$ cat src/rtl/dm_wt_dcache_if.sv
// Bundle of the MEM-stage request/response signals and the main-memory port of the data cache.
// The master side is the pipeline plus memory environment; the slave side is the cache itself.
interface dm_wt_dcache_if;
    logic        MemReadM;
    logic        MemWriteM;
    logic [31:0] ALUResultM;
    logic [31:0] WriteDataM;
    logic [31:0] ReadDataM;
    logic        Hit;
    logic        Stall;
    logic        mem_req;
    logic        mem_we;
    logic [31:0] mem_addr;
    logic [31:0] mem_wdata;
    logic        mem_rvalid;
    logic [31:0] mem_rdata;
    logic        mem_ready;

    modport master (
        output MemReadM, MemWriteM, ALUResultM, WriteDataM,
        input  ReadDataM, Hit, Stall,
        input  mem_req, mem_we, mem_addr, mem_wdata,
        output mem_rvalid, mem_rdata, mem_ready
    );

    modport slave (
        input  MemReadM, MemWriteM, ALUResultM, WriteDataM,
        output ReadDataM, Hit, Stall,
        output mem_req, mem_we, mem_addr, mem_wdata,
        input  mem_rvalid, mem_rdata, mem_ready
    );
endinterface

$ cat src/rtl/dm_wt_dcache.sv
// Direct-mapped, write-through, no-write-allocate L1 data cache with multi-word line refill
// from main memory and a pipeline stall output.
module dm_wt_dcache #(
    parameter int NUM_SETS   = 8,
    parameter int LINE_WORDS = 4
) (
    input  logic          clk,
    input  logic          rst,
    dm_wt_dcache_if.slave bus
);
    localparam int IDX_W = $clog2(NUM_SETS);
    localparam int OFS_W = $clog2(LINE_WORDS);
    localparam int TAG_W = 30 - IDX_W - OFS_W;
    localparam logic [OFS_W:0] LAST_BEAT = (OFS_W+1)'(LINE_WORDS - 1);

    typedef enum logic [1:0] {IDLE, REFILL, WRITE} state_t;

    state_t            r_state;
    logic [NUM_SETS-1:0] r_valid;
    logic [TAG_W-1:0]  r_tag  [NUM_SETS];
    logic [31:0]       r_data [NUM_SETS][LINE_WORDS];
    logic [OFS_W:0]    r_beat;
    logic              r_mem_req;
    logic              r_mem_we;
    logic [31:0]       r_mem_addr;
    logic [31:0]       r_mem_wdata;

    logic [OFS_W-1:0]  w_ofs;
    logic [IDX_W-1:0]  w_idx;
    logic [TAG_W-1:0]  w_tag;
    logic [IDX_W-1:0]  w_fill_idx;
    logic [TAG_W-1:0]  w_fill_tag;
    logic              w_hit;
    logic              w_wr_hit;
    logic              w_beat;
    logic              w_last;
    logic              w_stall;

    assign w_ofs = bus.ALUResultM[OFS_W+1:2];
    assign w_idx = bus.ALUResultM[IDX_W+OFS_W+1:OFS_W+2];
    assign w_tag = bus.ALUResultM[31:IDX_W+OFS_W+2];

    // The refill target comes from the latched line address; its index/tag bits never change across beats.
    assign w_fill_idx = r_mem_addr[IDX_W+OFS_W+1:OFS_W+2];
    assign w_fill_tag = r_mem_addr[31:IDX_W+OFS_W+2];

    assign w_hit    = r_valid[w_idx] && (r_tag[w_idx] == w_tag);
    assign w_wr_hit = (r_state == IDLE) && bus.MemWriteM && w_hit;
    assign w_beat   = (r_state == REFILL) && bus.mem_rvalid;
    assign w_last   = (r_beat == LAST_BEAT);

    always_comb begin
        w_stall = 1'b0;
        case (r_state)
            IDLE:    w_stall = bus.MemWriteM || (bus.MemReadM && !w_hit);
            REFILL:  w_stall = 1'b1;
            WRITE:   w_stall = !bus.mem_ready;
            default: w_stall = 1'b0;
        endcase
    end

    // Storage arrays carry no reset; writes are suppressed while reset is asserted.
    always_ff @(posedge clk) begin
        if (rst) begin
            if (w_wr_hit)
                r_data[w_idx][w_ofs] <= bus.WriteDataM;
            if (w_beat) begin
                r_data[w_fill_idx][r_beat[OFS_W-1:0]] <= bus.mem_rdata;
                if (w_last)
                    r_tag[w_fill_idx] <= w_fill_tag;
            end
        end
    end

    always_ff @(posedge clk) begin
        if (!rst) begin
            r_state     <= IDLE;
            r_valid     <= '0;
            r_beat      <= '0;
            r_mem_req   <= 1'b0;
            r_mem_we    <= 1'b0;
            r_mem_addr  <= '0;
            r_mem_wdata <= '0;
        end else begin
            case (r_state)
                IDLE: begin
                    if (bus.MemWriteM) begin
                        r_state     <= WRITE;
                        r_mem_req   <= 1'b1;
                        r_mem_we    <= 1'b1;
                        r_mem_addr  <= {bus.ALUResultM[31:2], 2'b00};
                        r_mem_wdata <= bus.WriteDataM;
                    end else if (bus.MemReadM && !w_hit) begin
                        r_state    <= REFILL;
                        r_mem_req  <= 1'b1;
                        r_mem_we   <= 1'b0;
                        r_mem_addr <= {bus.ALUResultM[31:OFS_W+2], {(OFS_W+2){1'b0}}};
                        r_beat     <= '0;
                    end
                end
                REFILL: begin
                    if (bus.mem_rvalid) begin
                        if (w_last) begin
                            r_valid[w_fill_idx] <= 1'b1;
                            r_state             <= IDLE;
                            r_mem_req           <= 1'b0;
                            r_beat              <= '0;
                        end else begin
                            r_beat     <= r_beat + 1'b1;
                            r_mem_addr <= r_mem_addr + 32'd4;
                        end
                    end
                end
                WRITE: begin
                    // Leaving on acceptance coincides with the pipeline advancing, so the store is not reissued.
                    if (bus.mem_ready) begin
                        r_state   <= IDLE;
                        r_mem_req <= 1'b0;
                        r_mem_we  <= 1'b0;
                    end
                end
                default: r_state <= IDLE;
            endcase
        end
    end

    assign bus.Hit       = w_hit;
    assign bus.ReadDataM = w_hit ? r_data[w_idx][w_ofs] : 32'd0;
    assign bus.Stall     = w_stall;
    assign bus.mem_req   = r_mem_req;
    assign bus.mem_we    = r_mem_we;
    assign bus.mem_addr  = r_mem_addr;
    assign bus.mem_wdata = r_mem_wdata;
endmodule

$ cat src/flat_wrapper.sv
// flat-port wrapper written by rule: the top's interface ports become plain ports
module dm_wt_dcache_flat 
#(
    parameter int NUM_SETS   = 8,
    parameter int LINE_WORDS = 4
)
  (clk, rst, bus_MemReadM, bus_MemWriteM, bus_ALUResultM, bus_WriteDataM, bus_ReadDataM, bus_Hit, bus_Stall, bus_mem_req, bus_mem_we, bus_mem_addr, bus_mem_wdata, bus_mem_rvalid, bus_mem_rdata, bus_mem_ready);
  dm_wt_dcache_if bus_i ();
  input  logic clk;
  input  logic rst;
  input wire logic [$bits(bus_i.MemReadM)-1:0] bus_MemReadM;
  input wire logic [$bits(bus_i.MemWriteM)-1:0] bus_MemWriteM;
  input wire logic [$bits(bus_i.ALUResultM)-1:0] bus_ALUResultM;
  input wire logic [$bits(bus_i.WriteDataM)-1:0] bus_WriteDataM;
  output wire logic [$bits(bus_i.ReadDataM)-1:0] bus_ReadDataM;
  output wire logic [$bits(bus_i.Hit)-1:0] bus_Hit;
  output wire logic [$bits(bus_i.Stall)-1:0] bus_Stall;
  output wire logic [$bits(bus_i.mem_req)-1:0] bus_mem_req;
  output wire logic [$bits(bus_i.mem_we)-1:0] bus_mem_we;
  output wire logic [$bits(bus_i.mem_addr)-1:0] bus_mem_addr;
  output wire logic [$bits(bus_i.mem_wdata)-1:0] bus_mem_wdata;
  input wire logic [$bits(bus_i.mem_rvalid)-1:0] bus_mem_rvalid;
  input wire logic [$bits(bus_i.mem_rdata)-1:0] bus_mem_rdata;
  input wire logic [$bits(bus_i.mem_ready)-1:0] bus_mem_ready;
  assign bus_i.MemReadM = bus_MemReadM;
  assign bus_i.MemWriteM = bus_MemWriteM;
  assign bus_i.ALUResultM = bus_ALUResultM;
  assign bus_i.WriteDataM = bus_WriteDataM;
  assign bus_ReadDataM = bus_i.ReadDataM;
  assign bus_Hit = bus_i.Hit;
  assign bus_Stall = bus_i.Stall;
  assign bus_mem_req = bus_i.mem_req;
  assign bus_mem_we = bus_i.mem_we;
  assign bus_mem_addr = bus_i.mem_addr;
  assign bus_mem_wdata = bus_i.mem_wdata;
  assign bus_i.mem_rvalid = bus_mem_rvalid;
  assign bus_i.mem_rdata = bus_mem_rdata;
  assign bus_i.mem_ready = bus_mem_ready;
  dm_wt_dcache #(.NUM_SETS(NUM_SETS), .LINE_WORDS(LINE_WORDS)) u_core (.clk(clk), .rst(rst), .bus(bus_i));
endmodule
$ cat config.mk
export PLATFORM = sky130hd
export DESIGN_NAME = dm_wt_dcache_flat
export DESIGN_NICKNAME = d
export VERILOG_FILES = /design/src/rtl/dm_wt_dcache_if.sv /design/src/rtl/dm_wt_dcache.sv /design/src/flat_wrapper.sv
export SDC_FILE = /design/constraint.sdc
export NUM_CORES = 1
export LEC_CHECK = 0
export CAP_MARGIN = 40
export CORE_ASPECT_RATIO = 2
export CORE_UTILIZATION = 65
export DETAILED_ROUTE_END_ITERATION = 12
export HOLD_SLACK_MARGIN = 0.03
export PLACE_DENSITY = 0.93
export SYNTH_ARGS = -nofsm -noshare
export SYNTH_HDL_FRONTEND = slang
export SYNTH_SLANG_ARGS = --single-unit
$ cat constraint.sdc
create_clock -name clk -period 11.1 [get_ports clk]
set_input_delay 3.33 -clock clk [delete_from_list [all_inputs] [get_ports clk]]
set_output_delay 3.33 -clock clk [all_outputs]
set_load 0.005 [all_outputs]
### After elaboration in Yosys (flattened, before gate mapping)

Memory sizes are Yosys's and may differ from the RTL's.
Index checks and enable logic that the tools add are counted.

| cells by class | value |
|---|---|
| $add $sub $neg | 2 |
| equal/unequal tests | 11 |
| bitwise gates (word level) | 3 |
| magnitude comparators | 7 |
| reduce and logical (&&, ||, !) cells | 23 |
| muxes and demuxes | 51 |

Operators with widths:

| cell | number |
|---|---|
| 128-bit two-way mux | 4 |
| 32-bit two-way mux | 9 |
| 32-bit demux with 2-bit select | 2 |
| 128-bit OR reduction | 1 |
| 32-bit binary-select mux with 2-bit select | 1 |
| 32-bit one-hot mux with 2 select lines | 1 |
| 32-bit by 3-bit adder with 32-bit output, second input constant | 1 |
| 25-bit equality test | 1 |
| 1-bit two-way mux | 17 |
| 3-bit two-way mux | 5 |
| 4-bit AND reduction | 3 |
| 2-bit two-way mux | 5 |
| 2-bit != test, second input constant | 5 |
| 1-bit logical AND | 8 |
| 3-bit by 4-bit < comparator with 1-bit output, second input constant | 2 |
| 8-bit bitwise OR | 1 |
| 3-bit greater-or-equal comparator, second input constant | 2 |
| 3-bit by 1-bit < comparator with 1-bit output, second input constant | 2 |
| 2-bit inverter with 3-bit output | 2 |
| 1-bit one-hot mux with 3 select lines | 2 |
| 2-bit one-hot mux with 3 select lines | 1 |
| 3-bit one-hot mux with 2 select lines | 1 |
| 3-bit AND reduction | 2 |
| 5-bit AND reduction | 1 |
| other kinds (16) | 18 |

| storage, ports and cells | value |
|---|---|
| output and inout port bits | 100 |
| input bits | 102 |
| memories | 2 |
| bits in registers | 79 |
| word-level logic and storage cells | 106 |
| bits in writable memories | 1,224 |

Memories:

| memory | depth | bits a word | rd ports | clocked after memory_dff | write ports | line | text |
|---|---|---|---|---|---|---|---|
| u_core.r_data | 8 | 128 | 1 | 0 | 1 | dm_wt_dcache.sv:21 | `logic [31:0] r_data [NUM_SETS][LINE_WORDS];` |
| u_core.r_tag | 8 | 25 | 1 | 0 | 1 | dm_wt_dcache.sv:20 | `logic [TAG_W-1:0] r_tag [NUM_SETS];` |

### Logic depth before layout (Yosys ltp)

| depth | value |
|---|---|
| word-level depth | 8 |
| mapped depth | 14 |
| gate-level depth less buffers | 9 |

### Worst setup path before layout

OpenSTA, ideal clock, no wires.

| timing path | value |
|---|---|
| kind | input-to-output |
| start | input port bus_ALUResultM[4] |
| end | output port bus_ReadDataM[13] |
| path buffers | 5 |
| arrival | 6.095 ns |
| stages on the path | 9 |
| required time | 7.770 ns |
| slack | 1.675 ns |
| cell sequence | buf_2 > buf_2 > buf_1 > buf_2 > buf_1 > mux4_2 > mux4_2 > nand2_1 > a21oi_1 |

| between the ends | value |
|---|---|
| longest elaborated chain between the ends | 5 |
| elaborated cells between the ends (all ways) | 10 |
| those cells by class | 1 x eq/ne; 6 x mux; 1 x reduce/logical; 2 x memory |

RTL lines:

| item | line | text |
|---|---|---|
| start: declaration | flat_wrapper.sv:13 | `input wire logic [$bits(bus_i.ALUResultM)-1:0] bus_ALUResultM;` |
| memory 8 x 128 bit | n/a |  |
| 32-bit binary-select mux with 2-bit select | dm_wt_dcache.sv:128 | `assign bus.ReadDataM = w_hit ? r_data[w_idx][w_ofs] : 32'd0;` |
| 32-bit two-way mux (not written as such) (2 in series) | dm_wt_dcache.sv:128 |  |
| 32-bit two-way mux (*) | dm_wt_dcache.sv:128 |  |
| end: declaration | flat_wrapper.sv:15 | `output wire logic [$bits(bus_i.ReadDataM)-1:0] bus_ReadDataM;` |

Mark *: on every way between the ends. The rest lies on a longest branch, timed or not. The select of a mux whose other input is x is not followed.

### Worst setup path after layout

| timing path | value |
|---|---|
| start | input port bus_ALUResultM[5] |
| end | output port bus_ReadDataM[15] |

The elaborated chain is that of the path after synthesis.

==> flow_summary.yaml <==
setup_path:
  cpPeakStageDelay_ns: 0.56
  cp.arrival_ns: 7.20
  cp.required_ns: 7.77
  critical_path_class: "input pin to output port"
  critPathSlowestCell: "mux4_2"
  worst-path-max-fanout: 38
  start_kind: "input pin"
  cp-end-kind: "output port"
  reg2regPathDepth: 12
  worstPathCellList: "buf_8, mux4_2, mux2i_1, xor2_1, nand2_1, nor4_1, nand4_1, buf_12, a21oi_1, buf_4, clkdlybuf4s50_1"
clock_tree:
  root_buffer: "clkbuf_16"
  cts_buffer_depth: 3
  ctsHtreeMaxLevel: 3
  path_clk_slew_ns: 0.08
  cts_hold_buf: 0
  cts_post_setup_buffers_inserted: 0
  cts_sinks: 1301
  post_cts_resized: 0
  cts_made_buffers: 100
  clock_latency_ns: 0.74
  cts_tree: "yes"
placed_design:
  hpwlAfterDp_mm: 93.82
  place_area_um2: 56090
  port_buffers: 197
  place.gp.congestion: 1.005
cells_and_area:
  drive_gt1_share_pct: 24.02
  fin_util_pct: 76.41
  areaGrowthSynthToFinish_pct: 16.16
  final_nets: 3047
  design_area_um2: 59890
global_routing:
  grt_start_max_net_pins: 99
  grt.overflow.total: 0
  grt_pass1_vias: 31517
  antenna_found_initial: 3
  grt_pass1_wl_mm: 230.2
  grtUsageTotal_pct: 41.82
floorplan:
  die_w_um: 201.2
  rows: 145
  die-area_um2: 80520
  coreArea_um2: 78380
  io_pins: 202
  initial_utilization_pct: 65.78
  die-height_um: 400.3
route:
  wl_met1_mm: 47.64
  top_layer: "met5"
  vias: 31142
  wl_met2_mm: 82.44
  postRouteAntennaNets: 0
  vias_per_cell: 7.682
  met3WireLength_mm: 21.00
  drt_iter0_drc: 5324
  drc: 0
  routed_wire_length_per_instance_um: 41.53
  wirelength_mm: 168.4
  dr.pass1.iters: 8
sta:
  maxSlewViolCount: 0
  rsz0062_at_grt: "false"
  setup_viol: 0
  fin_skew_ns: 0.04489
  finalSetupTns_ns: 0
  whs_ns: 0.4723
  finalHoldViolations: 0
  fmax_mhz: 94.94
  min_period_ns: 10.53
  worstMarginPinSlew_ns: 1.024
  post-route-period-util_pct: 94.89
  relSlewSlack_pct: 31.57
outcome:
  status: "complete, no violations"
synth:
  synth-seq-cells: 1301
  ys.warnings.count: 0
  synth_ff_type: "edfxtp_1"
  synthCells: 2634
  synth_area_leaders: "edfxtp_1 71%, mux4_2 15%, dfxtp_1 3.0%"
  avgSynthCellArea_um2: 19.57
  ys_seq_area_share_pct: 74.28
  synth_area_um2: 51560
  async_reset_ff_share_pct: 0
  synth_edf_count: 1224
  netlist.area_leader.share_pct: 71.29
  ys_types: 72
  synth_top_cell_by_area: "edfxtp_1"
power_and_ir_drop:
  p_leak_nw: 19.30
  powerDensity_nw_per_um2: 173.2
  ir_drop_mv: 0.2051
hold_path:
  min_path_cells: 2
  holdCritPathClass: "flop to flop"
run:
  max_cap_violations: 0
[logic make-up (layout without fill, tap and decap cells)]
group                    after synthesis  count (layout)  synth area share, %
flip-flops                          1301            1301                74.28
AND/OR/NAND/NOR                      459             459                3.958
multiplexers                         413             413                16.36
AO/OA/AOI/OAI                        271             271                3.580
buffers and inverters                169             556                1.415
XOR/XNOR                              11              11               0.1869
adder cells (fa/ha/maj)                9               9               0.2184
other                                  1               5             0.007273
[registers in the layout, indices dropped and copies added, names as in the netlist]
| signal | flops |
|---|---|
| u_core.r_valid | 8 |
| u_core.r_data | 1024 |
| u_core.r_beat | 3 |
| u_core.r_tag | 200 |
| u_core.bus.mem_we | 1 |
| u_core.bus.mem_req | 1 |
| u_core.bus.mem_wdata | 32 |
| u_core.r_state | 2 |
| u_core.bus.mem_addr | 30 |
[path summary, 6_finish.rpt]
path | start | endpoint | slack (ns)
setup / recovery | bus_ALUResultM[5] | bus_ReadDataM[15] | 0.57
hold / removal | u_core.bus.mem_wdata[5] | u_core.bus.mem_wdata[5] | 0.47
setup reg to reg | u_core.r_tag[6][8] | u_core.r_data[2][85] | 5.57
hold reg to reg | u_core.bus.mem_wdata[5] | u_core.bus.mem_wdata[5] | 0.47
[metrics by stage]
| step | worst slack, ns | total power [W] | instances |
|---|---|---|---|
| finish | 0.5675 | 0.01037 | 4054 |
| global route | 0.6043 | 0.01053 | 4052 |
| CTS | 0.4175 | 0.01029 | 4032 |
| detailed placement | 0.4641 | 0.006493 | 3844 |
| global placement | 0.5532 | 0.006410 | 3805 |
| floorplan | 1.675 | 0.006103 | 2635 |
[layout make-up]
type | instances | area, um2
clock inverter | 58 | 724.4
fill | 3839 | 18490
timing repair buffer | 354 | 3876
inverter | 14 | 55.05
tap | 1029 | 1287
sequential | 1301 | 38300
clock buffer | 130 | 2740
multi-input combinational | 1165 | 12900
antenna | 3 | 7.507
[where the power goes]
group | internal [W] | total [W] | switching (W)
Combinational | 0.000373 | 0.000892 | 0.000519
Clock | 0.00213 | 0.00391 | 0.00179
Sequential | 0.00547 | 0.00557 | 0.000101
Total | 0.00797 | 0.0104 | 0.00241
[per-layer routing]
metal	GRT usage, %	up-vias
met5	0	-
met4	35.45	2
met2	67.40	3494
li1	-	11395
met1	46.35	15233
met3	10.92	1018
[placed cells by master (no fill, tap or decap), types with 8 or more instances in the layout]
master and n:
edfxtp_1 1224, mux4_2 342, nand2_1 290, clkdlybuf4s50_1 192, clkbuf_16 104, buf_4 102
a21oi_1 83, dfxtp_1 77, mux2i_1 55, nor2_1 26, a21oi_4 24, clkbuf_1 22
buf_16 22, nand3_1 21, buf_8 20, o21ai_0 19, clkinv_2 18, nor3_1 17
or3_1 16, bufinv_16 16, o22ai_1 15, a221oi_1 15, a31oi_1 14, mux2_2 13
a22o_1 13, a21o_1 13, clkinv_1 13, nand4_1 12, inv_1 11, buf_12 11
nand2b_1 10, xor2_1 10, nor2b_1 9, a22oi_1 9, and2_1 8, nor4_1 8
nor2_4 8, o221a_1 8, ha_1 8
[cell usage after synthesis (6+ instances only)]
library cell,instances
edfxtp_1,1224
mux4_2,342
nand2_1,290
a21oi_1,107
clkbuf_1,101
dfxtp_1,77
mux2i_1,55
nor2_1,40
buf_1,28
nand3_1,21
nor3_1,19
o21ai_0,19
or3_1,16
a221oi_1,15
o22ai_1,15
a31oi_1,14
a21o_1,13
a22o_1,13
mux2_2,13
inv_1,12
nand4_1,12
buf_2,10
buf_4,10
nand2b_1,10
xor2_1,10
a22oi_1,9
ha_1,9
nor2b_1,9
and2_1,8
nor4_1,8
o221a_1,8
and3_1,7
o31ai_1,7
buf_6,6
o32ai_1,6
[critical path, delay by kind of cell]
kind	cells	cell delay (ns)
buf+inv	4	1.39
compound gates	1	0.27
xor+xnor	1	0.25
simple gates	3	0.94
mux	2	0.91
Note: power is estimated with default switching activity, not from simulation.
